[config.mk]
export PLATFORM = sky130hd
export DESIGN_NAME = fetch_stage
export DESIGN_NICKNAME = d
export VERILOG_FILES = /design/src/rtl/cpu_pkg.sv /design/src/rtl/fetch_stage_pc_next.sv /design/src/rtl/fetch_stage.sv
export SDC_FILE = /design/constraint.sdc
export NUM_CORES = 1
export LEC_CHECK = 0
export ABC_AREA = 1
export CAP_MARGIN = 5
export CELL_PAD_IN_SITES_DETAIL_PLACEMENT = 0
export CELL_PAD_IN_SITES_GLOBAL_PLACEMENT = 1
export CORE_MARGIN = 2
export CORE_UTILIZATION = 29
export CTS_CLUSTER_DIAMETER = 40
export DETAILED_ROUTE_END_ITERATION = 8
export MAX_ROUTING_LAYER = met4
export PLACE_DENSITY_LB_ADDON = 0.1
export SLEW_MARGIN = 10
export SYNTH_ARGS = -nofsm -noshare
export SYNTH_HDL_FRONTEND = slang
export SYNTH_SLANG_ARGS = --single-unit
[constraint.sdc]
create_clock -name clock -period 1.51 [get_ports clock]
set_input_delay 0.151 -clock clock [delete_from_list [all_inputs] [get_ports clock]]
set_output_delay 0.151 -clock clock [all_outputs]
set_load 0.02 [all_outputs]
[src/rtl/cpu_pkg.sv]
// Shared definitions for the 2-stage 4-bit CPU: widths, opcodes and jump-class helpers.
// Both the fetch stage and the execute-stage decoder import JUMP_CLASS from here.
package cpu_pkg;

    localparam int PC_W     = 4;
    localparam int INSTR_W  = 8;
    localparam int OPCODE_W = 4;
    localparam int IMM_W    = 4;

    typedef logic [PC_W-1:0]    pc_t;
    typedef logic [INSTR_W-1:0] instr_t;

    typedef struct packed {
        logic [OPCODE_W-1:0] opcode;
        logic [IMM_W-1:0]    imm;
    } instr_fields_t;

    localparam logic [OPCODE_W-1:0] OP_JNC      = 4'b1110;
    localparam logic [OPCODE_W-1:0] OP_JMP      = 4'b1111;
    localparam logic [2:0]          JUMP_CLASS  = 3'b111;
    localparam instr_t              RESET_INSTR = 8'h00;
    localparam pc_t                 PC_ONE      = pc_t'(1);
    localparam pc_t                 PC_MAX      = '1;

    typedef enum logic [1:0] {
        PC_SEQ,
        PC_TAKEN,
        PC_REFETCH
    } pc_sel_e;

    function automatic logic is_jump_class(input instr_t ir);
        return ir[INSTR_W-1 -: 3] == JUMP_CLASS;
    endfunction

    // JMP always redirects; JNC redirects only while the carry flag is clear.
    function automatic logic jump_taken(input instr_t ir, input logic carry);
        instr_fields_t f;
        f = ir;
        return (f.opcode == OP_JMP) || ((f.opcode == OP_JNC) && !carry);
    endfunction

    function automatic pc_t imm_to_pc(input instr_t ir);
        instr_fields_t            f;
        logic [PC_W+IMM_W-1:0]    wide;
        f    = ir;
        wide = {{PC_W{1'b0}}, f.imm};
        return wide[PC_W-1:0];
    endfunction

endpackage

[src/rtl/fetch_stage_pc_next.sv]
// Combinational next-PC selection for the fetch stage.
// With FETCH_WRAP_FLAG_EN defined it also reports a sequential 2^PC_W-1 -> 0 step.
module pc_next_logic
    import cpu_pkg::*;
(
    input  logic [PC_W-1:0]    pc,
    input  logic [PC_W-1:0]    ir_pc,
    input  logic [INSTR_W-1:0] ir,
    input  logic               carry,
    input  logic               squash,
    output logic [PC_W-1:0]    pc_next
`ifdef FETCH_WRAP_FLAG_EN
    ,
    output logic               seq_wrap
`endif
);

    pc_sel_e sel;

    // NOTE: every always_comb output gets a default first so no path can infer a latch.
    always_comb begin
        sel = PC_SEQ;
        if (!squash && is_jump_class(ir)) begin
            sel = jump_taken(ir, carry) ? PC_TAKEN : PC_REFETCH;
        end
    end

    // A not-taken jump refetches the word the execute stage is about to squash.
    always_comb begin
        pc_next = pc + PC_ONE;
        case (sel)
            PC_TAKEN:   pc_next = imm_to_pc(ir);
            PC_REFETCH: pc_next = ir_pc + PC_ONE;
            default:    pc_next = pc + PC_ONE;
        endcase
    end

`ifdef FETCH_WRAP_FLAG_EN
    assign seq_wrap = (sel == PC_SEQ) && (pc == PC_MAX);
`endif

endmodule

[src/rtl/fetch_stage.sv]
// Fetch stage: PC, instruction-ROM addressing, IR and jump redirect with wrong-path tracking.
// Optional sticky pc_wrap output is enabled by defining FETCH_WRAP_FLAG_EN.
module fetch_stage
    import cpu_pkg::*;
(
    input  logic               clock,
    input  logic               reset,
    output logic [PC_W-1:0]    imem_addr,
    input  logic [INSTR_W-1:0] imem_data,
    input  logic               carry,
    output logic [INSTR_W-1:0] D_BUS,
    output logic [PC_W-1:0]    ir_pc
`ifdef FETCH_WRAP_FLAG_EN
    ,
    output logic               pc_wrap
`endif
);

    pc_t    pc_q;
    pc_t    ir_pc_q;
    instr_t ir_q;
    logic   squash_q;
    pc_t    pc_next;

`ifdef FETCH_WRAP_FLAG_EN
    logic   seq_wrap;
    logic   wrap_q;
`endif

    pc_next_logic u_pc_next (
        .pc       (pc_q),
        .ir_pc    (ir_pc_q),
        .ir       (ir_q),
        .carry    (carry),
        .squash   (squash_q),
        .pc_next  (pc_next)
`ifdef FETCH_WRAP_FLAG_EN
        ,
        .seq_wrap (seq_wrap)
`endif
    );

    // squash mirrors the decoder: a jump landing in the wrong-path slot must not redirect.
    // NOTE: sequential state uses non-blocking assignments so every register sees pre-edge values.
    always_ff @(posedge clock) begin
        if (reset) begin
            pc_q     <= '0;
            ir_q     <= RESET_INSTR;
            ir_pc_q  <= '0;
            squash_q <= 1'b0;
        end else begin
            pc_q     <= pc_next;
            ir_q     <= imem_data;
            ir_pc_q  <= pc_q;
            squash_q <= ~squash_q & is_jump_class(ir_q);
        end
    end

`ifdef FETCH_WRAP_FLAG_EN
    always_ff @(posedge clock) begin
        if (reset) begin
            wrap_q <= 1'b0;
        end else if (seq_wrap) begin
            wrap_q <= 1'b1;
        end
    end

    assign pc_wrap = wrap_q;
`endif

    assign imem_addr = pc_q;
    assign D_BUS     = ir_q;
    assign ir_pc     = ir_pc_q;

endmodule

==> reports/metrics.yaml <==
status: "finished clean"
hold_path_class: "input port to flop"
layout_common_cells: "clkdlybuf4s50_1, inv_1, dfxtp_1"
synth_xor_area_frac: 0
setup.worst_path.class: "flop to primary output"
die-area_um2: 2820
rsz0062_at_grt: "no"
antenna_left: 0
cts.reportedPaths.clkPinSlew_ns: 0.09
synth.mux.area_fraction: 0
grt_max_degree: 14
power.total_w: 0.000907
drv_slew: 0
hold_end: "D_BUS[1]"
syn_inst: 92
rrSetupSlack_ns: 0.13
ys_seq_area_frac: 0.487
cts_setup_buffers: 0
worstPathCellList: "clkdlybuf4s50_1"
period_minus_slack_ns: 1.44
clkLatencyLatePin_ns: 0.28
cts_made_buffers: 3
final_core_util: 0.468
vias: 636
hold_buffers: 0
nNetsFinal: 139
drcViolationCount: 0
slowest_delay_ns: 0.62
required_ns: 1.36
finClkSkew_ns: 0.00188
synth-simple-area-share: 0.315
power.leakage_nw: 0.504
clock_sinks: 17
crit_family: "buffers and inverters"
cts_buffer_depth: 2
slew_headroom: 0.851
synth_seq_cells: 17
vias_per_cell: 4.13
diodes: 0
rr_worst_depth: 10
cts_tree: "done"
grt_antenna_before_repair: 0
track_usage: 0.119
overflow: 0
layout_setup_ws_ns: 0.0744
ir_drop_v: 0.000464
netlist_area_um2: 699
end_kind: "primary output"
fin_crit_sh: 0.951
reg2reg_to: "imem_addr[2]"
tightest_slew_ns: 0.223
min_from: "imem_data[1]"
hold_depth: 3
layout_commonest_cell: "clkdlybuf4s50_1"
synth_compound_area_frac: 0.0358
cts.htree.levels: 1
wl_per_cell_um: 9.20
dp_hpwl_um: 1150
portBuffers: 26
max_freq_mhz: 697
cts_root_buf: "clkbuf_4"
die_h_um: 53.1
startpoint: "D_BUS[4]"
hold_viol_final: 0
maxCapViolations: 0
routed_wl_um: 1420
finalWeightedCongestion: 0.798
dr.pass1.iters: 2
power_density_nw_per_um2: 860
pre_cts_slack_ns: -0.149
crit_fanout: 2
syn_avg_cell_area_um2: 7.60
drt_iter0_drc: 6
worstSetupStartpointType: "flop"
finalSetupViolCount: 0
drive_gt1_frac: 0.143
area_delta_synth_final_pct: 50.8
coreArea_um2: 2250
floorplan.initialDensity: 0.310
ys_types: 17
synth_top_family_by_area: "simple AND/OR/NAND/NOR gates"
worst_ep_arrival_time_ns: 1.28
setup_tns_ns: 0
holdWs_ns: 0.370
grt_pass1_vias: 567
crit-reg2reg-launch: "D_BUS[7]"
core.rowCount: 17
cp_slowest_cell: "clkdlybuf4s50_1"
grt_pass1_wl_um: 2350
yosys_warnings: 0
cp_num_buf_inv: 1
syn-num-nets: 104
pin_count: 27
nFillCells: 248
synthAdderAreaFrac: 0.0179
die_w_um: 53.1
## metrics by stage
step	std cells	area (um2)
final	154	1050
after floorplan	92	699
after CTS	154	1050
after global placement	150	1030
after global routing	154	1050
after detailed placement	150	1030
## where the power goes
part | switching (W) | internal (W) | total (W)
Clock | 0.000135 | 0.000102 | 0.000237
Sequential | 0.0000156 | 0.000473 | 0.000488
Combinational | 0.0000877 | 0.0000936 | 0.000181
Total | 0.000238 | 0.000669 | 0.000907
## worst max path at each step
stage | cells after the start | slack (ns) | endpoint
after floorplan | 8 | 0.04 | imem_addr[1]
after global routing | 10 | 0.01 | imem_addr[2]
after global placement | 11 | -0.12 | imem_addr[2]
after CTS | 1 | 0.06 | D_BUS[4]
final | 1 | 0.07 | D_BUS[4]
after detailed placement | 11 | -0.15 | imem_addr[2]
## synth_stat cells
master,number,share of area
inv_1,25,0.13
nand2_1,11,0.059
nand3_1,7,0.050
nor2_1,15,0.080
o21ai_1,1,0.0071
nor2_2,2,0.018
ha_1,1,0.018
nand3_2,1,0.014
clkbuf_1,1,0.0054
nor2_4,2,0.032
nand2_2,3,0.027
inv_2,1,0.0054
dfxtp_1,17,0.49
o211ai_1,2,0.021
nand4_1,1,0.0090
o21ai_0,1,0.0071
nand3_4,1,0.025
## registers in the layout, indices dropped and copies added, names as in the netlist
name,cells
D_BUS,8
imem_addr,4
ir_pc,4
squash_q,1
## layer usage
metal  vias up  part of all wire  global-route usage
met5         -                 0                   -
met4         0            0.0099              0.0641
met3         2             0.040              0.0254
met2        12              0.49               0.188
met1       285              0.46               0.142
li1        337                 -                   -
## kinds of logic (layout without fill, tap and decap cells)
group | Yosys count | in the layout
flops | 17 | 17
fa+ha+maj | 1 | 1
buf+inv | 27 | 61
simple gates | 43 | 43
compound gates | 4 | 4
## timing repair
item,in CTS,in global routing
hold endpoints to repair,0,0
gates resized for setup,0,1
endpoints found under the setup margin,0,1
## layout make-up
class / instances / area, um2 / area share
Sequential cell: 17 / 340 / 0.323
Clock buffer: 4 / 26.3 / 0.0249
Multi-Input combinational cell: 48 / 258 / 0.244
Tap cell: 28 / 35.0 / 0.0332
Inverter: 26 / 97.6 / 0.0925
Timing Repair Buffer: 31 / 298 / 0.282
(Power assumes the default switching activity.)
==> RTL change 1, RTL diff (same flow settings) <==
Put one more register stage on the output `imem_addr`, without a reset. The value now appears one clock later. The other outputs are not delayed to match.
--- a/src/rtl/fetch_stage.sv
+++ b/src/rtl/fetch_stage.sv
@@ -68,7 +68,9 @@
     assign pc_wrap = wrap_q;
 `endif
 
-    assign imem_addr = pc_q;
+    always_ff @(posedge clock) begin
+        imem_addr <= pc_q;
+    end
     assign D_BUS     = ir_q;
     assign ir_pc     = ir_pc_q;
 
Behaviour: not the same (Yosys sat finds a counterexample within 4 cycles, from zero or initial values and one cycle with reset high).
==> RTL change 1 against the unedited design <==
  * Sequential cell count up 4
  * Die area up 11%
  * Total power up 16%
  * Setup slack better by 5.2 ps
  * Clock power up 12%
  * Routed wire length up 7.3%
  * Critical path depth unchanged
  * Design area up 9.7%
  * Synthesized area up 11%
  * Critical endpoint is now D_BUS[7]
==> RTL change 1: results (changes against the unedited design) <==
status=complete, no violations (unchanged); Synth cell types=17 (unchanged); number of buffers created by CTS=3 (unchanged); Worst-Skew Late Latency=300 ps (was 280 ps); TritonRoute pass-1 iters=2 (unchanged); minimum hold slack=344.8 ps (was 370.2 ps); Crit path largest cell delay=610 ps; clock buffer depth=2 (unchanged); Max FO, Critical Path=2 (unchanged); Max H-tree Level=1 (unchanged); grt met2 use=18.03% (was 18.75%); Slew HR=85.19% (was 85.09%); number of synthesis warnings=0 (unchanged); Root Driver=clkbuf_4 (unchanged); share of layout cells above drive strength 1=17.56% (was 14.29%); GRT Util Overall=11.19% (was 11.93%); slowest CP cell=clkdlybuf4s50_1 (unchanged); Largest register FFs=8 (unchanged); initial DRC count=7 (was 6); syn nets=108 (was 104); Crit path max-delay family=buffers and inverters (unchanged); number of diodes=0 (unchanged); routability cong.=0.7316 (was 0.7984); met3 Use GR=3.488% (was 2.542%); largest net degree at the start of global routing=14 (unchanged); Main synth FF type=dfxtp_1 (unchanged); nets=144 (was 139); Detailed Place HPWL=1.222 mm (was 1.145 mm); PortBufs=26 (unchanged); global-route wire length before repair=2.663 mm (was 2.346 mm); register area share after synthesis=53.93% (was 48.66%); Leak=0.5585 nW (was 0.5038 nW); vias=646 (was 636); VDD IR max=0.0004943 V (was 0.0004638 V); Commonest cells post-synth=inv_1 (25), dfxtp_1 (21), nor2_1 (15) (was inv_1 (25), dfxtp_1 (17), nor2_1 (15)); share of flip-flops with an asynchronous set or reset=0% (unchanged); clock input transition at the sequential cells of the worst setup and hold paths=120 ps (was 90 ps); reg2reg setup slack=160 ps (was 130 ps); Synth area leaders=dfxtp_1 (54%), inv_1 (12%), nor2_1 (7.2%), nand2_1 (5.3%), nand3_1 (4.5%) (was dfxtp_1 (49%), inv_1 (13%), nor2_1 (8.1%), nand2_1 (5.9%), nand3_1 (5.0%)); Clock Skew=6.149 ps (was 1.883 ps); initial antenna violation count=0 (unchanged); hold crit path type=input pin to flop (unchanged); Fill cells=272 (was 248); WL/cell=9.441 um (was 9.201 um); CP arrival=1280 ps (about the same); met1 usage=12.30% (was 14.24%)
[RTL change 1: changes by cell type in the layout (fill, tap and decap cells not counted), sizes merged]
cell,change
dlymetal6s2s,+1
dfxtp,+4
clkinv,+1
buf,+1
clkbuf,-1
clkdlybuf4s50,-1
[RTL change 1: cell families (layout without fill, tap and decap cells)]
family / Yosys count / after routing / synth area share (%)
compound gates: 4 / 4 / 3.208
fa+ha+maj: 1 / 1 / 1.605
buf+inv: 27 / 62 / 13.00
flops: 21 / 21 / 53.93
simple gates: 43 / 43 / 28.25
[RTL change 1: power by group]
part / switching [mW] / total (mW) / internal, mW
clock network: 0.166 / 0.265 / 0.0988
logic: 0.0893 / 0.183 / 0.0941
registers: 0.0173 / 0.604 / 0.586
[RTL change 1: what timing repair did]
action                                  CTS  global route
endpoints found under the setup margin    0             3
endpoints found under the hold margin     0             0
resized for setup                         0             5
hold buffers                              0             0
setup buffers                             0             1
[RTL change 1: worst register-to-register path: cells and delay by family, from the launching register on]
kind,cells,cell delay (ps)
adder cells (fa/ha/maj),1,160
flip-flops,1,350
buffers and inverters,3,140
AND/OR/NAND/NOR,6,510
AO/OA/AOI/OAI,1,80
[RTL change 1: area by class of cell]
class,count,share of cell area [%]
multi-input cells,48,22.92
clock inverters,1,0.4324
flip-flops and latches,21,36.43
inverters,26,8.432
well taps,30,3.243
clock buffers,3,1.946
repair buffers,32,26.59
[RTL change 1: path summary, 6_finish.rpt]
check	start	end	cells after the start
setup / recovery	D_BUS[7]$_SDFF_PP0_	D_BUS[7]	1
hold / removal	imem_data[5]	D_BUS[5]$_SDFF_PP0_	3
setup reg to reg	squash_q$_SDFF_PP0_	pc_q[2]$_SDFF_PP0_	11
hold reg to reg	pc_q[3]$_SDFF_PP0_	imem_addr[3]$_DFF_P_	0
[RTL change 1: layer usage]
metal | share of wire [%] | wire length (um) | vias to the layer above
li1 | - | - | 350
met1 | 46 | 694 | 275
met2 | 46 | 703 | 16
met3 | 5.7 | 86 | 5
met4 | 2.3 | 35 | 0
met5 | 0 | 0 | -
[RTL change 1: metrics by stage]
stage	worst slack, ps	instance area [um2]	instances
6_report	79.65	1157	161
3_5_place_dp	-132.3	1111	156
3_3_place_gp	-126.9	1111	156
2_1_floorplan	46.71	779.5	96
5_1_grt	5.355	1157	161
4_1_cts	22.39	1139	160
==> RTL change 2, RTL diff (same flow settings) <==
Without the edit above. Add a define of `FETCH_WRAP_FLAG_EN`.
--- a/src/rtl/fetch_stage_pc_next.sv
+++ b/src/rtl/fetch_stage_pc_next.sv
@@ -1,5 +1,7 @@
 // Combinational next-PC selection for the fetch stage.
 // With FETCH_WRAP_FLAG_EN defined it also reports a sequential 2^PC_W-1 -> 0 step.
+`define FETCH_WRAP_FLAG_EN
+
 module pc_next_logic
     import cpu_pkg::*;
 (
Formal check against the unedited RTL (old outputs only; new: pc_wrap): equivalent (equiv_simple and equiv_induct, registers matched by name and starting in step).
==> RTL change 2 against the unedited design <==
  * Routed wire length up 12%
  * Clock power up 25%
  * Synthesized area up 5.9%
  * Sequential share of layout area down 0.11 points
  * Design area up 7.4%
  * Non-clock buffer count up 1
  * Synthesized cell count up 5.4%
  * Total power up 10%
  * Setup slack worse by 24 ps
  * Sequential cell count up 1
  * Critical path type unchanged
  * Critical endpoint unchanged
  * Highest routed layer unchanged
==> RTL change 2: results (changes against the unedited design) <==
status=complete, no violations (unchanged); VDD IR max=0.0005469 V (was 0.0004638 V); DR top layer=met4 (unchanged); TritonRoute pass-1 iters=5 (was 2); register area share after synthesis=48.65% (was 48.66%); largest net degree at the start of global routing=15 (was 14); routability cong.=0.8062 (was 0.7984); vias=664 (was 636); pre-CTS setup slack=-171.6 ps (was -148.8 ps); initial DRC count=5 (was 6); Detailed Place HPWL=1.274 mm (was 1.145 mm); GRT Util Overall=13.33% (was 11.93%); initial antenna violation count=0 (unchanged); RR Startpoint=D_BUS[4]$_SDFF_PP0_ (was D_BUS[7]$_SDFF_PP0_); sequential power share=52.0% (was 53.9%); Largest register FFs=8 (unchanged); share of layout cells above drive strength 1=19.70% (was 14.29%); Synth Area in Compound Gates=3.378% (was 3.578%); Hold Path Sink=D_BUS[7]$_SDFF_PP0_ (was D_BUS[1]$_SDFF_PP0_); nets=145 (was 139); met1 usage=12.69% (was 14.24%); met1 wire length=690 um (was 651 um); crit share post-route=96.67% (was 95.07%); total power=0.9983 mW (was 0.9067 mW); adder-cell share of the synthesized area=1.689% (was 1.789%); grt met2 use=24.30% (was 18.75%); Leak=0.5694 nW (was 0.5038 nW); global-route wire length before repair=2.635 mm (was 2.346 mm); PortBufs=27 (was 26); routed wl met2=790 um (was 693 um); reg2reg setup slack=140 ps; Synth area leaders=dfxtp_1 (49%), inv_1 (12%), nor2_1 (9.1%), nand3_1 (5.4%), nand2_1 (4.6%) (was dfxtp_1 (49%), inv_1 (13%), nor2_1 (8.1%), nand2_1 (5.9%), nand3_1 (5.0%)); combinational fraction of design power=18.4% (was 20.0%); path depth of the worst reg2reg path=9 (was 10); met3 Use GR=5.738% (was 2.542%); vias in the first global route=654 (was 567); CP arrival=1310 ps (was 1280 ps); WL/cell=9.784 um (was 9.201 um); Max H-tree Level=1 (unchanged); critical path endpoint=D_BUS[4] (unchanged); r2r endpoint=imem_addr[2]$_SDFF_PP0_ (unchanged); Synth cell types=18 (was 17); switching power=0.2578 mW (was 0.2379 mW); met3 wire len=88 um (was 56 um); Clock Skew=2.441 ps (was 1.883 ps); syn nets=109 (was 104); Commonest cells post-synth=inv_1 (23), dfxtp_1 (18), nor2_1 (18) (was inv_1 (25), dfxtp_1 (17), nor2_1 (15)); measured slew at the worst slew-check pin=226.5 ps (was 222.9 ps); Hold Crit Start=imem_data[7] (was imem_data[1]); hold crit path type=input pin to flop (unchanged)
[RTL change 2: cell count changes in the layout (fill, tap and decap cells not counted), moves of 2 or more]
cell	before	now
inv_1	25	23
nor2_1	15	17
dfxtp_2	0	3
nand2_1	11	9
inv_2	1	3
dfxtp_1	17	15
[RTL change 2: cell type report]
class / instances / area [um2]
Clock buffer: 4 / 36.28
Fill cell: 262 / 1323
Inverter: 26 / 97.59
Multi-Input combinational cell: 52 / 286.5
Sequential cell: 18 / 364.1
Tap cell: 30 / 37.54
Timing Repair Buffer: 32 / 310.3
[RTL change 2: through the flow]
step                setup TNS (ps)  util, %  area (um2)  hold WS, ps  instances
CTS                              0    45.57        1119        342.9        162
global route                     0    46.13        1132        356.7        162
detailed placement          -373.0    44.09        1082        454.9        158
floorplan                        0        -       740.7        222.2         97
global placement            -274.8    44.09        1082        453.5        158
finish                           0    46.13        1132        351.3        162
